===== config.mk =====
export PLATFORM = sky130hd
export DESIGN_NAME = uart_rx_ctrl
export DESIGN_NICKNAME = d
export VERILOG_FILES = /design/src/rtl/uart_rx_ctrl.sv
export SDC_FILE = /design/constraint.sdc
export NUM_CORES = 1
export LEC_CHECK = 0
export CORE_MARGIN = 2
export CORE_UTILIZATION = 50
export CTS_CLUSTER_DIAMETER = 40
export DETAILED_ROUTE_END_ITERATION = 16
export PLACE_DENSITY = 0.82
export SLEW_MARGIN = 15
export SYNTH_ARGS = -nofsm -noshare
export SYNTH_HDL_FRONTEND = slang
export SYNTH_SLANG_ARGS = --single-unit

===== constraint.sdc =====
create_clock -name clk -period 3.8 [get_ports clk]
set_input_delay 0.38 -clock clk [delete_from_list [all_inputs] [get_ports clk]]
set_output_delay 0.38 -clock clk [all_outputs]
set_load 0.1 [all_outputs]

===== src/rtl/uart_rx_ctrl.sv =====
// uart_rx_ctrl: UART receive frame sequencer driving sampler/check/deserializer strobes.
module uart_rx_ctrl #(
  parameter int DATA_WIDTH = 8,
  parameter int PRESC_W    = 6
) (
  input  logic               clk,
  input  logic               rst,
  input  logic               rx_in,
  input  logic               par_en,
  input  logic [PRESC_W-1:0] prescale,
  input  logic               strt_glitch,
  input  logic               par_err,
  input  logic               stp_err,
  output logic [PRESC_W-1:0] edge_cnt,
  output logic [3:0]         bit_cnt,
  output logic               dat_samp_en,
  output logic               strt_chk_en,
  output logic               deser_en,
  output logic               par_chk_en,
  output logic               stp_chk_en,
  output logic               data_valid
);
  typedef enum logic [2:0] {IDLE, START, DATA, PARITY, STOP} state_t;
  state_t state_q, state_d;
  logic [PRESC_W-1:0] edge_q, edge_d, presc_q, presc_d, lst_edge, half;
  logic [3:0] bit_q, bit_d;
  logic par_q, par_d, wrap, mid;
  logic strt_q, strt_d, deser_q, deser_d, parc_q, parc_d, stpc_q, stpc_d, dv_q, dv_d;
  always_comb begin
    state_d  = state_q;
    presc_d  = presc_q;
    par_d    = par_q;
    dv_d     = 1'b0;
    lst_edge = presc_q - PRESC_W'(1);
    wrap     = (state_q != IDLE) && (edge_q == lst_edge);
    edge_d   = (state_q == IDLE || wrap) ? '0 : edge_q + PRESC_W'(1);
    bit_d    = (state_q == IDLE) ? 4'd0 : wrap ? bit_q + 4'd1 : bit_q;
    case (state_q)
      IDLE: if (!rx_in) begin
        state_d = START;
        presc_d = prescale;
        par_d   = par_en;
      end
      START:  if (wrap) state_d = strt_glitch ? IDLE : DATA;
      DATA:   if (wrap && bit_q == 4'(DATA_WIDTH)) state_d = par_q ? PARITY : STOP;
      PARITY: if (wrap) state_d = par_err ? IDLE : STOP;
      STOP: if (wrap) begin
        state_d = IDLE;
        dv_d    = !stp_err;
      end
      default: state_d = IDLE;
    endcase
    if (state_d == IDLE) begin
      edge_d = '0;
      bit_d  = 4'd0;
    end
    // strobes are registered, so they are decoded from the next-cycle counter values
    half    = presc_d >> 1;
    mid     = edge_d == half + PRESC_W'(2);
    strt_d  = mid && state_d == START;
    deser_d = mid && state_d == DATA;
    parc_d  = mid && state_d == PARITY;
    stpc_d  = mid && state_d == STOP;
  end
  always_ff @(posedge clk or negedge rst) begin
    if (!rst) begin
      state_q <= IDLE;
      edge_q  <= '0;
      bit_q   <= 4'd0;
      presc_q <= '0;
      par_q   <= 1'b0;
      strt_q  <= 1'b0;
      deser_q <= 1'b0;
      parc_q  <= 1'b0;
      stpc_q  <= 1'b0;
      dv_q    <= 1'b0;
    end else begin
      state_q <= state_d;
      edge_q  <= edge_d;
      bit_q   <= bit_d;
      presc_q <= presc_d;
      par_q   <= par_d;
      strt_q  <= strt_d;
      deser_q <= deser_d;
      parc_q  <= parc_d;
      stpc_q  <= stpc_d;
      dv_q    <= dv_d;
    end
  end
  assign edge_cnt    = edge_q;
  assign bit_cnt     = bit_q;
  assign dat_samp_en = state_q != IDLE;
  assign strt_chk_en = strt_q;
  assign deser_en    = deser_q;
  assign par_chk_en  = parc_q;
  assign stp_chk_en  = stpc_q;
  assign data_valid  = dv_q;
endmodule


==> metrics <==
outcome=completed; simple logic cell fraction of the synthesized area=22.4%; total die area=0.00367 sq mm; Pre-antenna DRT Iters=5; First DRT Iteration DRCs=61; global-route wire length before repair=5890 um; Compound-Gate Fraction of Synth Area=10.2%; R2R Path Start=state_q[2]; crit-path max FO=10; Hold Fails Final Rpt=0; # H-tree levels=1; Syn Std Cell Area=0.00160 sq mm; CP Data Required Time=4.04 ns; R2R setup slack=0.67 ns; relative slew slack=33.5%; Filler cells=273; Clock Path Buffers=2; largest net degree at the start of global routing=26; TritonCTS Buffers=3; DRC=0; RSZ-0062 raised after global routing=false; crit path launch type=flip-flop; vias in the first global route=1321; Setup CP Type=reg -> reg; Post-Syn Nets=191; GPL Wtd Cong=0.881; post-layout minimum cycle time=3.13 ns; DRT Wirelength=3360 um; Worst Skew=0.00973 ns; post-DP HPWL=2600 um; most frequent cell after synthesis=dfrtp_1; antenna-violating nets left=0; Final period util=82.3%; Total Routing Usage GR=21.6%; ys flop type=dfrtp_1; die height=60.6 um; R2R depth=10; Worst Hold Class=in -> async; setup ws final=0.674 ns; post-synthesis xor/xnor area fraction=11.4%; largest family of logic cells by synthesized area=simple AND/OR/NAND/NOR gates; final setup TNS=0 ns; number of synthesized flops with an enable pin=0; maximum VDD drop=0.000506 V; grt ovf=0; Root Buffer=clkbuf_4; adder-cell area share of the yosys netlist=3.91%; mux contribution to synthesized area=7.12%; Post-synth top cells=dfrtp_1 (25), nor2_1 (20), inv_1 (12), xor2_1 (11), nand2_1 (9); Vias/cell=5.38; Slew Viols, Final=0; final setup fails=0; Critical Path AT=3.36 ns; Cell variety after synth=40; Synth area leaders=dfrtp_1 (39%), xor2_1 (6.0%), mux2i_1 (5.0%); worst skew pair latency=0.32 ns; die width=60.6 um; register area share after synthesis=39.1%; TritonCTS clock tree=done; synthesized area per cell=9.24 sq um; drt wl/cell=13.9 um; layout cells sized above 1=8.08%; count of input and output buffers=28; synthesis-to-layout area growth=20.3%; Worst setup EP type=flip-flop; DP Worst Slack=0.356 ns; Row Count=20; Reg clk slew, reported paths=0.14 ns; via count=1303; number of synthesized register bits=25; post-synth top area cell=dfrtp_1; slew of the pin with the lowest slew margin=0.995 ns; layout net count=217; worst r2r dst=strt_chk_en; Ports=29; max cap viols=0; cts-stage hold buffer count=0; initial antenna violation count=0; n_diodes=0; PwrDens=816 mW/mm^2; Post-Synthesis Cells=173; leakage=0.829 nW; initial core utilization=52.4%; Ys Warns=0; post-CTS sizing=0; post-CTS setup buffers=0; # clock sinks=25; Yosys top cell area share=39.1%; Synth async-reset ratio=100%; Final Util=63.0%; Core Box Area=0.00305 sq mm; maximum clock rate=320 MHz
how the worst max path moves through the flow:
stage	start	end	slack (ns)	cells past startpoint
final	state_q[2]	strt_chk_en	0.67	10
after detailed placement	rx_in	strt_chk_en	0.36	11
after floorplan	edge_cnt[2]	deser_en	0.78	10
after global routing	state_q[2]	strt_chk_en	0.39	10
after global placement	rx_in	deser_en	0.58	11
after CTS	state_q[2]	strt_chk_en	0.69	10
through the flow:
step                area, sq um  instances  power (mW)  hold slack [ns]
detailed placement         1900        238        1.45            0.549
global placement           1900        238        1.42            0.559
floorplan                  1600        173        1.25           0.0844
finish                     1920        242        1.57           0.0305
CTS                        1930        242        1.58            0.562
global route               1920        242        1.70           0.0491
registers in the layout, indices dropped and copies added (netlist names):
name / flops
deser_en: 1
edge_cnt: 6
par_q: 1
strt_chk_en: 1
presc_q: 6
state_q: 3
bit_cnt: 4
par_chk_en: 1
stp_chk_en: 1
data_valid: 1
layer usage:
| layer | global-route usage, % | up-vias | part of all wire (%) |
|---|---|---|---|
| li1 | - | 646 | - |
| met1 | 28.4 | 630 | 44 |
| met2 | 37.7 | 25 | 52 |
| met3 | 3.41 | 2 | 3.8 |
| met4 | 5.28 | 0 | 0.45 |
| met5 | 0 | - | 0 |
cell type report:
class                           count  area (sq um)  share of cell area [%]
Clock buffer                        3          22.5                    1.17
Clock inverter                      1          5.00                   0.260
Inverter                           12          45.0                    2.34
Multi-Input combinational cell    127           880                    45.7
Sequential cell                    25           626                    32.5
Tap cell                           44          55.1                    2.86
Timing Repair Buffer               30           290                    15.1
critical path, cell delays in order, from the launching register on:
cell and delay [ns]:
dfrtp_1 0.53, nor4_4 0.50, mux2i_1 0.38, inv_1 0.13, ha_1 0.27, xnor2_2 0.25
xor2_1 0.16, and3_1 0.17, mux2i_1 0.07, a221o_1 0.41, nor3_1 0.18
report_power, final:
part	leakage (nW)	total [mW]	internal [mW]	switching, mW
Clock	0.0177	0.119	0.0393	0.0798
Sequential	0.324	0.475	0.343	0.133
Combinational	0.488	0.974	0.352	0.622
cells by family (layout without fill, tap and decap cells):
| family | count (synthesis) | after routing |
|---|---|---|
| AO/OA/AOI/OAI | 24 | 24 |
| XOR/XNOR | 20 | 20 |
| adder cells (fa/ha/maj) | 5 | 5 |
| buffers and inverters | 21 | 46 |
| flip-flops | 25 | 25 |
| multiplexers | 11 | 11 |
| AND/OR/NAND/NOR | 67 | 67 |
layout by cell type (no fill, tap or decap), types with 7 or more instances in the layout:
master and instances:
xnor2_1 8, nand3_1 7, clkdlybuf4s50_1 27, o21ai_0 8, dfrtp_1 25, nand2_1 9, xor2_1 11, inv_1 12
mux2i_1 8, nor3_1 7, nor2_1 20
(Power assumes the default switching activity.)
